### src/rtl/armleobus_copy_engine.sv
// armleobus_copy_engine: ArmleoBus master copying a block of 32-bit words from a source range to a destination range.
module armleobus_copy_engine #(
    parameter int ADDR_WIDTH = 32,
    parameter int LEN_WIDTH  = 16
) (
    input  logic                  clk,
    input  logic                  rst,
    input  logic                  start,
    input  logic [ADDR_WIDTH-1:0] src_addr,
    input  logic [ADDR_WIDTH-1:0] dst_addr,
    input  logic [LEN_WIDTH-1:0]  word_count,
    output logic                  busy,
    output logic                  done,
    output logic                  error,
    output logic [2:0]            error_response,
    output logic [LEN_WIDTH-1:0]  words_done,
    output logic                  m_transaction,
    output logic [2:0]            m_cmd,
    input  logic                  m_transaction_done,
    input  logic [2:0]            m_transaction_response,
    output logic [ADDR_WIDTH-1:0] m_address,
    output logic [31:0]           m_wdata,
    output logic [3:0]            m_wbyte_enable,
    input  logic [31:0]           m_rdata
);
    localparam logic [2:0] CMD_NONE     = 3'd0;
    localparam logic [2:0] CMD_READ     = 3'd1;
    localparam logic [2:0] CMD_WRITE    = 3'd2;
    localparam logic [2:0] RESP_SUCCESS = 3'd0;

    typedef enum logic [1:0] {IDLE, READ, WRITE} state_t;

    state_t                state, state_n;
    logic [ADDR_WIDTH-1:0] src_ptr, src_n, dst_ptr, dst_n;
    logic [LEN_WIDTH-1:0]  remaining, rem_n, words_n;
    logic [31:0]           data_buf, buf_n;
    logic                  done_n, err_n;
    logic [2:0]            resp_n;

    assign busy = state != IDLE;

    always_comb begin
        state_n = state;
        src_n   = src_ptr;
        dst_n   = dst_ptr;
        rem_n   = remaining;
        buf_n   = data_buf;
        words_n = words_done;
        err_n   = error;
        resp_n  = error_response;
        done_n  = 1'b0;
        case (state)
            IDLE: begin
                if (start) begin
                    words_n = '0;
                    err_n   = 1'b0;
                    resp_n  = RESP_SUCCESS;
                    if (word_count == '0) begin
                        done_n = 1'b1;
                    end else begin
                        src_n   = src_addr;
                        dst_n   = dst_addr;
                        rem_n   = word_count;
                        state_n = READ;
                    end
                end
            end
            READ: begin
                if (m_transaction_done) begin
                    if (m_transaction_response == RESP_SUCCESS) begin
                        buf_n   = m_rdata;
                        src_n   = src_ptr + ADDR_WIDTH'(4);
                        state_n = WRITE;
                    end else begin
                        err_n   = 1'b1;
                        resp_n  = m_transaction_response;
                        done_n  = 1'b1;
                        state_n = IDLE;
                    end
                end
            end
            WRITE: begin
                if (m_transaction_done) begin
                    if (m_transaction_response == RESP_SUCCESS) begin
                        dst_n   = dst_ptr + ADDR_WIDTH'(4);
                        words_n = words_done + LEN_WIDTH'(1);
                        rem_n   = remaining - LEN_WIDTH'(1);
                        done_n  = remaining == LEN_WIDTH'(1);
                        state_n = remaining == LEN_WIDTH'(1) ? IDLE : READ;
                    end else begin
                        err_n   = 1'b1;
                        resp_n  = m_transaction_response;
                        done_n  = 1'b1;
                        state_n = IDLE;
                    end
                end
            end
            default: state_n = IDLE;
        endcase
    end

    // Bus outputs are registered from the next state so they stay stable for the whole transaction.
    always_ff @(posedge clk) begin
        if (rst) begin
            state          <= IDLE;
            src_ptr        <= '0;
            dst_ptr        <= '0;
            remaining      <= '0;
            data_buf       <= '0;
            words_done     <= '0;
            error          <= 1'b0;
            error_response <= RESP_SUCCESS;
            done           <= 1'b0;
            m_transaction  <= 1'b0;
            m_cmd          <= CMD_NONE;
            m_address      <= '0;
            m_wdata        <= '0;
            m_wbyte_enable <= 4'h0;
        end else begin
            state          <= state_n;
            src_ptr        <= src_n;
            dst_ptr        <= dst_n;
            remaining      <= rem_n;
            data_buf       <= buf_n;
            words_done     <= words_n;
            error          <= err_n;
            error_response <= resp_n;
            done           <= done_n;
            m_transaction  <= state_n != IDLE;
            m_cmd          <= state_n == READ ? CMD_READ : state_n == WRITE ? CMD_WRITE : CMD_NONE;
            m_address      <= state_n == READ ? src_n : state_n == WRITE ? dst_n : '0;
            m_wdata        <= state_n == WRITE ? buf_n : '0;
            m_wbyte_enable <= state_n == WRITE ? 4'hF : 4'h0;
        end
    end
endmodule

### config.mk
export PLATFORM = sky130hd
export DESIGN_NAME = armleobus_copy_engine
export DESIGN_NICKNAME = d
export VERILOG_FILES = /design/src/rtl/armleobus_copy_engine.sv
export SDC_FILE = /design/constraint.sdc
export NUM_CORES = 1
export LEC_CHECK = 0
export CORE_MARGIN = 2
export CORE_UTILIZATION = 35
export DETAILED_ROUTE_END_ITERATION = 16
export GPL_ROUTABILITY_DRIVEN = 0
export PLACE_DENSITY_LB_ADDON = 0.2
export SYNTH_ARGS = -nofsm -noshare
export SYNTH_HDL_FRONTEND = slang
export SYNTH_SLANG_ARGS = --single-unit
export TNS_END_PERCENT = 30
### constraint.sdc
create_clock -name clk -period 3.29 [get_ports clk]
set_input_delay 0.658 -clock clk [delete_from_list [all_inputs] [get_ports clk]]
set_output_delay 0.658 -clock clk [all_outputs]
set_load 0.1 [all_outputs]
==> out/qor.csv, run 1 <==
stage,metric,value,unit
clock_network,CTS sink cnt,203,
layout,Layout area overhead,38.6,%
sta,crit path time final,2.92,ns
sta,fmax,0.342,GHz
sta,crit share post-route,88.9,%
clock_network,clock buffer depth,3,
synthesis,most common flop cell mapped by yosys,dfxtp_1,
critical_path,crit-path max FO,7,
clock_network,"Clk Latency, worst-skew pair",0.52,ns
global_route,antenna violations before repair,0,
route,DR DRC count,0,
route,vias per cell,5.29,
global_route,largest net degree at the start of global routing,146,
route,via count,9193,
layout,design area,13300,µm²
clock_network,CTS resizes,0,
floorplanning,io pins,213,
route,initial drt markers,766,
global_route,first-pass GRT wire length,47500,µm
synthesis,sequential area share after synthesis,42.3,%
global_route,vias in the first global route,8647,
layout,fraction of layout instances using a drive strength above 1,21.2,%
layout,fin util,49.4,%
synthesis,Mean Syn Cell Area,8.53,µm²
synthesis,number of enable flip-flop cells after synthesis,0,
flow_run,max-cap viol count,0,
synthesis,Synth Area in XOR/XNOR,4.74,%
clock_network,hold_buf cts,0,
layout,most frequent cells in the layout,"dfxtp_1, buf_4, nand2_1",
floorplanning,FP Rows,60,
floorplanning,Core Area,27000,µm²
clock_network,CTS buffer count,24,
critical_path,Critical Path RT,3.67,ns
route,final wirelength,31100,µm
sta,final max-slew violation count,0,
synthesis,Netlist Area Pre-Place,9600,µm²
critical_path,Startpoint Class,primary input,
route,drt first pass iters,5,
critical_path,Worst Path Arrival,3.30,ns
sta,Final Hold Vio Count,0,
synthesis,Compound-Gate Fraction of Synth Area,16.0,%
layout,"most common cell after layout, fill and taps aside",dfxtp_1,
layout,Final nets,1507,
place,hpwl dp,21800,µm
synthesis,mux cell area share after synthesis,5.33,%
synthesis,Ys Warns,0,
synthesis,Mapped Cells,1126,
synthesis,synth unique cells,65,
status,outcome,"complete, no violations",
layout,Diodes inserted,0,
critical_path,CP Class,primary input to register,
sta,clk_skew,0.0128,ns
synthesis,Synth Register Bits,203,
global_route,GRT Total Usage,20.9,%
clock_network,clock root cell,clkbuf_16,
sta,worst slew pin tran,0.961,ns
worst_hold_path,worst min-delay path class,register to register,
floorplanning,Initial Util,35.6,%
pwr,Worst IR Drop VDD,351,µV
critical_path,crit path capture type,register,
floorplanning,die width,170,µm
clock_network,CTS tree,built,
sta,Max-Slew Margin vs Limit,35.8,%
clock_network,Max H-tree Level,1,
route,post-route ant nets,0,
floorplanning,die area,28800,µm²
clock_network,Clock Pin Slew Worst Setup and Hold Paths,0.06,ns
place,PortBufs,211,
route,routed len/inst,17.9,µm
place,area post-placement,12400,µm²
floorplanning,die extent in y,170,µm
pwr,pwr dens,518,nW/µm²
synthesis,Post-Synth Adder-Cell Area,1.17,%
synthesis,main combinational cell family by area after synthesis,simple AND/OR/NAND/NOR gates,
synthesis,Async SR Flop Fraction,0,%
synthesis,Simple-Gate Fraction of Synth Area,25.8,%
sta,setup repair after global routing missed its margin,false,
sta,# setup viols final,0,
global_route,grt ovf,0,
synthesis,Synthesized Nets,1254,
pwr,LEAKAGE,0.00525,µW
clock_network,Setup Buffers After CTS,0,
## cells in the mapped netlist, types with 4 or more instances
| cell type | number | share of area [%] |
|---|---|---|
| or4_1 | 6 | 0.47 |
| ha_1 | 9 | 1.2 |
| mux2i_1 | 50 | 5.2 |
| nor2_1 | 141 | 5.5 |
| a21oi_1 | 69 | 3.6 |
| a221oi_1 | 28 | 2.6 |
| xor2_1 | 40 | 3.6 |
| o22ai_2 | 10 | 1.3 |
| nor3_2 | 31 | 3.2 |
| nand3_1 | 38 | 2.0 |
| or2_2 | 4 | 0.26 |
| a211oi_1 | 6 | 0.47 |
| inv_1 | 20 | 0.78 |
| or4_4 | 4 | 0.47 |
| and3_1 | 11 | 0.72 |
| a22oi_1 | 6 | 0.47 |
| a221o_1 | 5 | 0.52 |
| dfxtp_1 | 203 | 42 |
| xnor2_1 | 12 | 1.1 |
| a222oi_1 | 7 | 0.73 |
| o221a_2 | 9 | 1.1 |
| and2_1 | 8 | 0.52 |
| and4_1 | 9 | 0.82 |
| nor3_1 | 28 | 1.5 |
| o2bb2ai_1 | 6 | 0.55 |
| o21ai_0 | 19 | 0.99 |
| o22ai_1 | 18 | 1.2 |
| nor4_1 | 19 | 1.2 |
| nand4_1 | 17 | 1.1 |
| buf_4 | 5 | 0.39 |
| nand2_1 | 167 | 6.5 |
| buf_6 | 5 | 0.59 |
| buf_2 | 7 | 0.36 |
| clkbuf_1 | 59 | 2.3 |
## state kept, by name (all words and copies together) (netlist names)
register and flops:
done 1, words_done 16, state 2, m_address 32, m_wbyte_enable 1, m_wdata 32
src_ptr 32, data_buf 32, remaining 16, m_cmd 2, m_transaction 1, dst_ptr 32
error_response 3, error 1
## layout make-up
type                       instances  area, µm²
fill                            2541      13600
sequential                       203       4060
clock buffer                      29        671
inverter                          22       82.6
clock inverter                    15        240
multi-input combinational        824       5120
timing repair buffer             304       2700
tap                              341        427
## critical path: stages
cell             delay (ns)
clkdlybuf4s50_1        0.43
or4b_1                 0.72
or2_2                  0.44
nor4_1                 0.37
xor2_1                 0.14
a222oi_1               0.44
o22ai_1                0.11
## metal layers
metal	track usage [%]	wire length [µm]	up-vias
met2	34.6	14400	319
li1	-	-	4543
met1	28.6	14200	4302
met3	3.36	2050	29
met5	0	0	-
met4	4.57	485	0
## stage by stage
stage / setup slack (ns) / hold slack [ns] / setup TNS, ns / std cells / total power (µW)
final: 0.366 / 0.474 / 0 / 1738 / 6890
after global routing: 0.250 / 0.511 / 0 / 1738 / 7160
after CTS: 0.388 / 0.479 / 0 / 1738 / 6940
after detailed placement: -0.118 / 0.472 / -1.39 / 1694 / 3900
after global placement: -0.0852 / 0.461 / -0.668 / 1694 / 3890
after floorplan: 0.475 / 0.445 / 0 / 1126 / 3390
## cells by family (layout without fill, tap and decap cells)
logic type | Yosys count | in the layout
adder cells (fa/ha/maj) | 9 | 9
AO/OA/AOI/OAI | 211 | 211
other | 1 | 1
multiplexers | 51 | 51
flip-flops | 203 | 203
AND/OR/NAND/NOR | 500 | 500
buffers and inverters | 99 | 370
XOR/XNOR | 52 | 52
## power by group
part / total [µW] / switching [µW] / internal [µW]
sequential: 2680 / 115 / 2570
combinational: 1170 / 699 / 470
clock: 3040 / 1120 / 1930
## final timing paths
check                            start                   endpoint  slack [ns]  depth (start not counted)
max reg2reg      dst_ptr[6]$_SDFF_PP0_     dst_ptr[31]$_SDFF_PP0_        0.56                          7
min          remaining[1]$_SDFFE_PP0P_  remaining[1]$_SDFFE_PP0P_        0.47                          2
min reg2reg  remaining[1]$_SDFFE_PP0P_  remaining[1]$_SDFFE_PP0P_        0.47                          2
max          m_transaction_response[0]   m_address[29]$_SDFF_PP0_        0.37                          7
(Power assumes the default switching activity.)
==> run 2, diff against run 1 <==
- CORE_ASPECT_RATIO: unset -> 0.5
==> out/qor.csv, run 2 (synthesis gave the netlist of run 1 again) <==
stage,metric,value,unit
layout,fraction of layout instances using a drive strength above 1,19.8,%
worst_hold_path,Worst Hold Depth,2,
sta,# setup viols final,0,
route,vias per cell,5.35,
sta,final max-slew violation count,0,
global_route,GRT Total Usage,20.4,%
global_route,first-pass GRT wire length,47200,µm
pwr,Worst IR Drop VDD,278,µV
floorplanning,die area,28800,µm²
floorplanning,Core Area,26700,µm²
sta,crit path time final,3.02,ns
critical_path,Critical Path RT,2.63,ns
layout,fill count,2583,
sta,fmax,0.331,GHz
critical_path,crit-path max FO,43,
global_route,grt ovf,0,
floorplanning,FP Rows,42,
layout,most frequent cells in the layout,"dfxtp_1, nand2_1, buf_4",
sta,Final Hold Vio Count,0,
floorplanning,die width,238,µm
layout,Reg area,4060,µm²
route,post-route ant nets,0,
pwr,pwr dens,484,nW/µm²
clock_network,hold_buf cts,0,
clock_network,CTS tree,built,
sta,Setup WS post-layout,0.269,ns
sta,Max-Slew Margin vs Limit,52.7,%
flow_run,max-cap viol count,0,
floorplanning,io pins,213,
floorplanning,Initial Util,36.0,%
critical_path,flop2flop setup slack,0.46,ns
place,hpwl dp,21000,µm
clock_network,Max H-tree Level,1,
route,via count,9210,
sta,worst slew pin tran,0.709,ns
layout,"most common cell after layout, fill and taps aside",dfxtp_1,
sta,Hold WS,0.488,ns
floorplanning,die extent in y,121,µm
worst_hold_path,worst min-delay path class,register to register,
place,PortBufs,211,
global_route,antenna violations before repair,0,
clock_network,Setup Buffers After CTS,0,
route,drt first pass iters,5,
route,final wirelength,30000,µm
clock_network,"Clk Latency, worst-skew pair",0.51,ns
route,routed len/inst,17.4,µm
layout,Layout area overhead,34.9,%
critical_path,CP Class,register to output pin,
status,outcome,"complete, no violations",
sta,setup repair after global routing missed its margin,false,
layout,Multi-input gate area,5120,µm²
critical_path,Worst Path Arrival,2.36,ns
critical_path,Worst Reg-to-Reg Cells,7,
critical_path,crit path capture type,output pin,
route,initial drt markers,728,
sta,clk_skew,0.0178,ns
critical_path,Startpoint Class,register,
layout,Diodes inserted,0,
layout,Final nets,1483,
clock_network,Clock Pin Slew Worst Setup and Hold Paths,0.07,ns
place,DP Worst Slack,-0.121,ns
sta,crit share post-route,91.8,%
global_route,largest net degree at the start of global routing,146,
clock_network,CTS resizes,0,
global_route,vias in the first global route,8854,
clock_network,CTS buffer count,20,
clock_network,clock root cell,clkbuf_16,
clock_network,CTS sink cnt,203,
route,DR DRC count,0,
pwr,LEAKAGE,0.00507,µW
clock_network,clock buffer depth,3,
## run 2: final timing paths
kind	startpoint	end
worst max-delay path	state[1]$_SDFF_PP0_	busy
worst min-delay path	src_ptr[0]$_SDFF_PP0_	src_ptr[0]$_SDFF_PP0_
worst max register to register	remaining[9]$_SDFFE_PP0P_	m_wdata[31]$_SDFF_PP0_
worst min register to register	src_ptr[0]$_SDFF_PP0_	src_ptr[0]$_SDFF_PP0_
## run 2: cell type report
type | instances | share of cell area [%]
Clock buffer | 26 | 4.44
Clock inverter | 9 | 0.976
Inverter | 22 | 0.638
Multi-Input combinational cell | 824 | 39.6
Sequential cell | 203 | 31.4
Tap cell | 352 | 3.40
Timing Repair Buffer | 284 | 19.6
## run 2: metal layers
layer	wire length [µm]	part of all wire [%]	vias to the layer above	GRT usage, %
li1	-	-	4478	-
met1	13800	46	4446	27.6
met2	14100	47	235	33.7
met3	1360	4.5	51	3.37
met4	750	2.5	0	6.17
met5	0	0	-	0
## run 2: worst max-delay path, cell delays in order (launching register included)
cell and delay (ns):
dfxtp_1 0.47, inv_1 0.12, ha_1 0.38, clkinv_1 0.11
buf_4 0.47, buf_12 0.25
## run 2: through the flow
stage | TNS (ns) | instances | power, µW | cell area, µm² | util, %
final | 0 | 1720 | 6260 | 12900 | 48.5
after global routing | 0 | 1720 | 6530 | 12900 | 48.5
after CTS | 0 | 1720 | 6330 | 12900 | 48.5
after detailed placement | -1.34 | 1685 | 3830 | 12200 | 45.9
after global placement | -0.253 | 1685 | 3810 | 12200 | 45.9
after floorplan | 0 | 1126 | 3390 | 9600 | -
## run 2: where the power goes
| group | total, µW | switching [µW] | internal (µW) |
|---|---|---|---|
| Combinational | 1100 | 676 | 428 |
| Clock | 2480 | 1010 | 1470 |
| Sequential | 2680 | 109 | 2570 |
==> run 3, diff against run 2 <==
- CORE_UTILIZATION: 35 -> 51
==> out/qor.csv, run 3 (synthesis gave the netlist of run 1 again) <==
stage,metric,value,unit
floorplanning,FP Rows,35,
clock_network,"Clk Latency, worst-skew pair",0.49,ns
floorplanning,die extent in y,101,µm
global_route,grt ovf,0,
clock_network,clock root cell,clkbuf_16,
layout,fraction of layout instances using a drive strength above 1,19.4,%
sta,crit share post-route,90.4,%
global_route,first-pass GRT wire length,45200,µm
layout,Final nets,1485,
sta,Hold WS,0.481,ns
global_route,antenna violations before repair,1,
place,PortBufs,211,
layout,Layout area overhead,32.8,%
sta,worst slew pin tran,0.967,ns
route,drt first pass iters,9,
sta,clk_skew,0.0288,ns
pwr,pwr dens,470,nW/µm²
route,initial drt markers,758,
pwr,P_sw,1720,µW
layout,fill count,1460,
pwr,Combinational Power Share,18.4,%
clock_network,clock buffer depth,3,
worst_hold_path,worst min-delay path class,register to register,
pwr,"Power, Total",5990,µW
clock_network,Max H-tree Level,1,
pwr,Switching Fraction,28.7,%
pwr,Internal,4270,µW
sta,# setup viols final,0,
layout,most frequent cells in the layout,"dfxtp_1, nand2_1, buf_4",
pwr,Worst IR Drop VDD,297,µV
floorplanning,die width,198,µm
route,routed len/inst,17.6,µm
critical_path,CP Class,register to output pin,
floorplanning,Initial Util,52.1,%
sta,setup_tns,0,ns
sta,Max-Slew Margin vs Limit,35.3,%
clock_network,Setup Buffers After CTS,0,
sta,final max-slew violation count,0,
critical_path,CP Cell Sequence,"inv_1, ha_1, clkinv_1, buf_4, buf_12",
clock_network,CTS resizes,0,
route,DR DRC count,0,
layout,Diodes inserted,0,
floorplanning,Core Area,18400,µm²
clock_network,CTS tree,built,
clock_network,CTS buffer count,19,
status,outcome,"complete, no violations",
pwr,clock share of power,36.9,%
layout,fin util,69.1,%
global_route,GRT Total Usage,28.2,%
sta,crit path time final,2.98,ns
sta,fmax,0.336,GHz
route,via count,9320,
pwr,LEAKAGE,0.00502,µW
critical_path,Crit path largest cell delay,0.48,ns
pwr,sequential share of power,44.7,%
sta,setup repair after global routing missed its margin,false,
route,final wirelength,28700,µm
sta,Final Hold Vio Count,0,
route,post-route ant nets,0,
critical_path,Critical Path RT,2.63,ns
place,hpwl dp,20000,µm
route,vias per cell,5.73,
floorplanning,io pins,213,
critical_path,Worst Path Arrival,2.32,ns
critical_path,CP max-delay cell,buf_4,
global_route,vias in the first global route,8910,
critical_path,Startpoint Class,register,
flow_run,max-cap viol count,0,
clock_network,CTS sink cnt,203,
critical_path,crit path capture type,output pin,
floorplanning,die area,20000,µm²
clock_network,Clock Pin Slew Worst Setup and Hold Paths,0.06,ns
critical_path,crit-path max FO,43,
global_route,largest net degree at the start of global routing,146,
clock_network,hold_buf cts,0,
layout,"most common cell after layout, fill and taps aside",dfxtp_1,
==> run 3: cell count changes in the layout (fill, tap and decap cells not counted), sizes merged <==
cell	previous run	this run
clkinvlp	1	2
bufinv	3	2
clkbuf	26	23
clkdlybuf4s50	117	123
buf	167	164
inv	22	21
==> run 3: worst paths after layout <==
| check | slack, ns | endpoint | startpoint | cells after the start |
|---|---|---|---|---|
| worst max-delay path | 0.31 | busy | state[1]$_SDFF_PP0_ | 5 |
| worst min-delay path | 0.48 | remaining[1]$_SDFFE_PP0P_ | remaining[1]$_SDFFE_PP0P_ | 2 |
| worst max register to register | 0.52 | m_wdata[31]$_SDFF_PP0_ | remaining[9]$_SDFFE_PP0P_ | 7 |
| worst min register to register | 0.48 | remaining[1]$_SDFFE_PP0P_ | remaining[1]$_SDFFE_PP0P_ | 2 |
==> run 3: power groups by stage <==
| stage | registers [µW] | clock network, µW | logic (µW) |
|---|---|---|---|
| after floorplan | 2910 | 0 | 482 |
| after global placement | 2720 | 0 | 1070 |
| after detailed placement | 2730 | 0 | 1090 |
| after CTS | 2670 | 2250 | 1090 |
| after global routing | 2690 | 2350 | 1170 |
| final | 2680 | 2210 | 1100 |
==> run 3: per-layer routing <==
metal | wire length, µm | GRT usage (%) | vias up
li1 | - | - | 4468
met1 | 12900 | 38.7 | 4390
met2 | 12900 | 45.8 | 408
met3 | 2320 | 5.15 | 52
met4 | 604 | 8.04 | 2
met5 | 9 | 0 | -
==> run 3: final cells by class <==
cell class                 count  area (µm²)  area share, %
tap                          259         324           2.54
inverter                      22        82.6          0.648
clock inverter                 8        95.1          0.746
sequential                   203        4060           31.9
timing repair buffer         287        2540           19.9
multi-input combinational    824        5120           40.2
clock buffer                  23         520           4.08
==> run 3: through the flow <==
stage               setup slack, ns  area, µm²  std cells
finish                        0.315      12700       1626
global route                  0.225      12700       1626
CTS                           0.342      12700       1626
detailed placement           -0.146      12100       1595
global placement            -0.0844      12100       1595
floorplan                     0.475       9600       1126
==> run 3: worst max-delay path: cells and delay by family (launching register included) <==
family | cells | cell delay [ns]
flip-flops | 1 | 0.47
adder cells (fa/ha/maj) | 1 | 0.37
buffers and inverters | 4 | 0.96
==> RTL edit 1 (settings of run 1) <==
Remove the register `m_wdata`: a continuous assignment takes its place, so the output `m_wdata` follows one clock earlier.
--- a/src/rtl/armleobus_copy_engine.sv
+++ b/src/rtl/armleobus_copy_engine.sv
@@ -115,5 +115,4 @@
             m_cmd          <= CMD_NONE;
             m_address      <= '0;
-            m_wdata        <= '0;
             m_wbyte_enable <= 4'h0;
         end else begin
@@ -130,8 +129,9 @@
             m_cmd          <= state_n == READ ? CMD_READ : state_n == WRITE ? CMD_WRITE : CMD_NONE;
             m_address      <= state_n == READ ? src_n : state_n == WRITE ? dst_n : '0;
-            m_wdata        <= state_n == WRITE ? buf_n : '0;
             m_wbyte_enable <= state_n == WRITE ? 4'hF : 4'h0;
         end
     end
+
+    assign m_wdata = state_n == WRITE ? buf_n : '0;
 endmodule
 
Function: changed (a bounded check fails within 4 cycles, from zero or initial values and one cycle with rst high).
==> RTL edit 1 against run 1 <==
  * Sequential cell count fell by 32
  * Sequential power fell by 15%
  * Design area fell by 2.3%
  * Sequential share of layout area fell by 4.2 points
  * Critical path depth rose by 2
  * Critical path type is now input port to output pin
  * Routed wire length fell by 8.5%
  * Setup slack got worse by 0.45 ns
  * Clock power fell by 27%
  * Area after synthesis fell by 11%
  * Highest routed layer unchanged
  * The run now ends with negative setup slack left
  * Non-clock buffer count rose by 25
  * Clock skew fell by 0.00091 ns
  * Power fell by 19%
  * First-iteration DRC count fell by 18%
==> RTL edit 1: results (changes against run 1) <==
[timing]
worst_pin_slew_ns=0.717  ; -0.243 ns
setup_viol=27  ; +27
setup_slack_ns=-0.0818  ; -0.447 ns
setup_tns_ns=-1.91  ; -1.91 ns
skew_ns=0.0119  ; -0.000908 ns

[cts]
clock_latency_ns=0.43  ; -0.09 ns
h-tree-depth=4  ; +3
cts_made_buffers=17  ; -29%
cts_buffer_depth=2  ; -1

[layout]
finalNetCount=1469  ; -2.5%
nFillCells=2217  ; -13%
layout-drive-gt1-share=0.240  ; +0.0281

[grt]
grt_pass1_vias=8216  ; -5.0%
track_usage=0.219  ; +0.0102
grt_pass1_wl_um=45000  ; -5.4%
grt_max_degree=69  ; -53%

[place]
dp_hpwl_um=20500  ; -6.0%
dp.cells=1639  ; -3.2%
portBuffers=211  ; unchanged
dpl-instance-area_um2=12200  ; -1.3%

[logic_synthesis]
synth-seq-area-share=0.399  ; -0.0245
ys_types=63  ; -3.1%
synth_commonest_cells=dfxtp_1 (171), nor2_1 (170), nand2_1 (147)
synthArstFlopShare=0  ; unchanged
syn-num-nets=1198  ; -4.5%

[critical_path]
critPathMaxStageDelay_ns=0.42  ; -0.30 ns
critPathArrivalTime_ns=2.71  ; -0.59 ns

[status]
status=finished, violations left
violations=negative setup slack

[power]
leakagePower_nw=5.07  ; -3.4%
irDropWorstVdd_uv=298  ; -15%

[min_path]
hold_class=input port to flop

[route]
drtIter0Drc=628  ; -18%
via_per_inst=5.25  ; -0.81%
wl_um=28500  ; -8.5%
drt_pass1_iterations=6  ; +1

[RTL edit 1: area by class of cell]
type | instances | share of cell area
multi-input cells | 802 | 0.394
inverters | 20 | 0.00578
well taps | 324 | 0.0312
clock buffers | 18 | 0.0330
clock inverters | 14 | 0.0168
repair buffers | 329 | 0.255
flip-flops and latches | 171 | 0.264
[RTL edit 1: logic make-up (layout without fill, tap and decap cells)]
kind of cell,count (synthesis),count (layout),synth area share
other cells,1,1,0.000437
fa+ha+maj,9,9,0.0131
buf+inv,97,381,0.0465
compound gates,218,218,0.176
flops,171,171,0.399
simple gates,474,474,0.256
xor+xnor,55,55,0.0561
mux,45,45,0.0525
[RTL edit 1: worst reg2reg max path, cell delays in order (launching register included)]
cell      delay [ns]
dfxtp_2         0.35
inv_1           0.09
ha_2            0.20
buf_4           0.59
nor2_1          0.27
a21o_1          0.30
buf_4           0.21
a222oi_1        0.51
o22ai_1         0.19
[RTL edit 1: report_power, final]
group / switching (mW) / total (mW) / internal (mW)
sequential: 0.109 / 2.29 / 2.18
combinational: 0.657 / 1.10 / 0.440
clock: 0.876 / 2.23 / 1.35
[RTL edit 1: worst paths after layout]
check,from,to,slack [ns],depth (start not counted)
worst min register to register,remaining[9],remaining[9],0.48,2
worst max-delay path,word_count[7],m_wdata[25],-0.08,9
worst min-delay path,rst,state[1],0.43,2
worst max register to register,state[0],m_address[4],0.44,8
[RTL edit 1: timing repair]
| action | in CTS | in global routing |
|---|---|---|
| cloned | 2 | 0 |
| buffers inserted | 4 | 1 |
| resized for setup | 78 | 9 |
| setup endpoints to repair | 32 | 32 |
| hold buffers | 0 | 0 |
| pin swaps | 14 | 6 |
[RTL edit 1: layer usage]
metal	track usage	wire length [um]
met5	0	0
met4	0.0508	324
met3	0.0411	1720
met2	0.359	13400
met1	0.300	13000
==> RTL edit 2 (flow settings as in run 1) <==
Without the edit above. `ADDR_WIDTH`: 32 -> 64.
--- a/src/rtl/armleobus_copy_engine.sv
+++ b/src/rtl/armleobus_copy_engine.sv
@@ -1,5 +1,5 @@
 // armleobus_copy_engine: ArmleoBus master copying a block of 32-bit words from a source range to a destination range.
 module armleobus_copy_engine #(
-    parameter int ADDR_WIDTH = 32,
+    parameter int ADDR_WIDTH = 64,
     parameter int LEN_WIDTH  = 16
 ) (
Interface: changed (resized dst_addr, m_address and src_addr); port bits go from 213 to 309. The function was not compared with the original's and may differ.
==> RTL edit 2 against run 1 <==
  * Design area is 45% higher
  * Synthesized cell count is 41% higher
  * Utilization is 0.63 points lower
  * Setup slack worse by 0.22 ns
  * Clock power is 31% higher
  * Power is 42% higher
  * Global-route usage is 3.0 points higher
  * Non-clock buffer count is 130 higher
  * Via count is 49% higher
  * Fmax is 6.9% lower
  * Sequential cell count is 96 higher
  * Routed wire length is 64% higher
  * Area after synthesis is 46% higher
  * Critical endpoint is now m_address[30]
==> RTL edit 2: results (changes against run 1) <==
[status]
status=finished clean

[route]
drt_pass1_iterations=6  ; +1
wl_per_cell_um=20.4  ; +14%
wl_met3_um=3810  ; +85%
met2WireLength_um=23500  ; +63%
wl_met1_um=21800  ; +53%
num_vias=13712  ; +49%

[grt]
grt_pass1_wl_um=77100  ; +62%
track_usage=0.238  ; +0.0297
antenna_found_initial=2  ; +2
grt_pass1_vias=13360  ; +55%

[power]
switching_share=0.303  ; +0.0229
irDropWorstVdd_uv=335  ; -4.5%

[logic_synthesis]
ys_types=73  ; +12%
synth_area_leaders=dfxtp_1 (43%), nor2_1 (5.6%), xnor2_1 (4.3%)
synth-seq-area-share=0.428  ; +0.00451

[layout]
finalNetCount=2140  ; +42%
layout-drive-gt1-share=0.187  ; -0.0250
nFillCells=3750  ; +48%

[cts]
cts_made_buffers=36  ; +50%
h-tree-depth=2  ; +1
clock_latency_ns=0.56  ; +0.04 ns

[timing]
max_slew_margin=0.499  ; +0.142
skew_ns=0.0226  ; +0.00980 ns

[place]
dp_hpwl_um=37000  ; +69%

-- RTL edit 2: cell types whose count changed in the layout (fill, tap and decap cells not counted), sizes merged, moves of 38 or more --
cell / before / now
o22ai: 28 / 72
buf: 183 / 253
nand2: 167 / 110
clkdlybuf4s50: 121 / 181
nand4: 17 / 55
dfxtp: 203 / 299
nor2: 141 / 211
a222oi: 7 / 45
xnor2: 12 / 68
-- RTL edit 2: area by class of cell --
class / instances / area share
Multi-Input combinational cell: 1153 / 0.388
Clock inverter: 14 / 0.00831
Timing Repair Buffer: 434 / 0.202
Inverter: 24 / 0.00467
Clock buffer: 50 / 0.0521
Sequential cell: 299 / 0.311
Tap cell: 525 / 0.0341
-- RTL edit 2: routing by layer --
layer  global-route usage  up-vias
met5                    0        -
met3               0.0496       99
met4                0.109        4
li1                     -     6590
met1                0.310     6496
met2                0.380      523
-- RTL edit 2: worst paths after layout --
path                             start  cells past startpoint       endpoint  slack (ns)
max reg2reg                src_ptr[12]                      9  m_address[55]        0.34
max          m_transaction_response[0]                     11  m_address[30]        0.15
min                        data_buf[7]                      2    data_buf[7]        0.49
min reg2reg                data_buf[7]                      2    data_buf[7]        0.49
-- RTL edit 2: power by group through the flow --
stage               registers, mW  clock network (mW)  logic, mW
finish                       4.02                3.98       1.82
global placement             4.09                   0       1.79
floorplan                    4.44                   0      0.708
CTS                          4.02                4.06       1.81
detailed placement           4.09                   0       1.81
global route                 4.05                4.20       1.92
-- RTL edit 2: critical path, cell delays in order --
cell and delay (ns):
clkdlybuf4s50_1 0.41, or4b_1 0.61, buf_4 0.21, nor4_2 0.33
buf_4 0.22, buf_4 0.20, nand2_1 0.11, or3_1 0.40
xor2_1 0.17, o22ai_2 0.11, o2bb2ai_1 0.16
-- RTL edit 2: cell families (layout without fill, tap and decap cells) --
family                   count (synthesis)  in the layout  share of synthesized area
adder cells (fa/ha/maj)                  9              9                    0.00805
AO/OA/AOI/OAI                          312            312                      0.164
multiplexers                            76             76                     0.0562
flip-flops                             299            299                      0.428
other                                    1              1                   0.000268
XOR/XNOR                               108            108                     0.0676
AND/OR/NAND/NOR                        647            647                      0.235
buffers and inverters                  135            522                     0.0408
-- RTL edit 2: per-stage QoR --
step | hold slack [ns] | TNS [ns] | setup slack (ns) | utilization | instance area [um^2]
after floorplan | 0.456 | 0 | 0.329 | - | 14000
after global placement | 0.470 | -32.86 | -0.430 | 0.458 | 18100
after detailed placement | 0.478 | -33.29 | -0.407 | 0.458 | 18100
after CTS | 0.490 | 0 | 0.177 | 0.487 | 19300
after global routing | 0.510 | 0 | 0.0347 | 0.487 | 19300
final | 0.486 | 0 | 0.148 | 0.487 | 19300
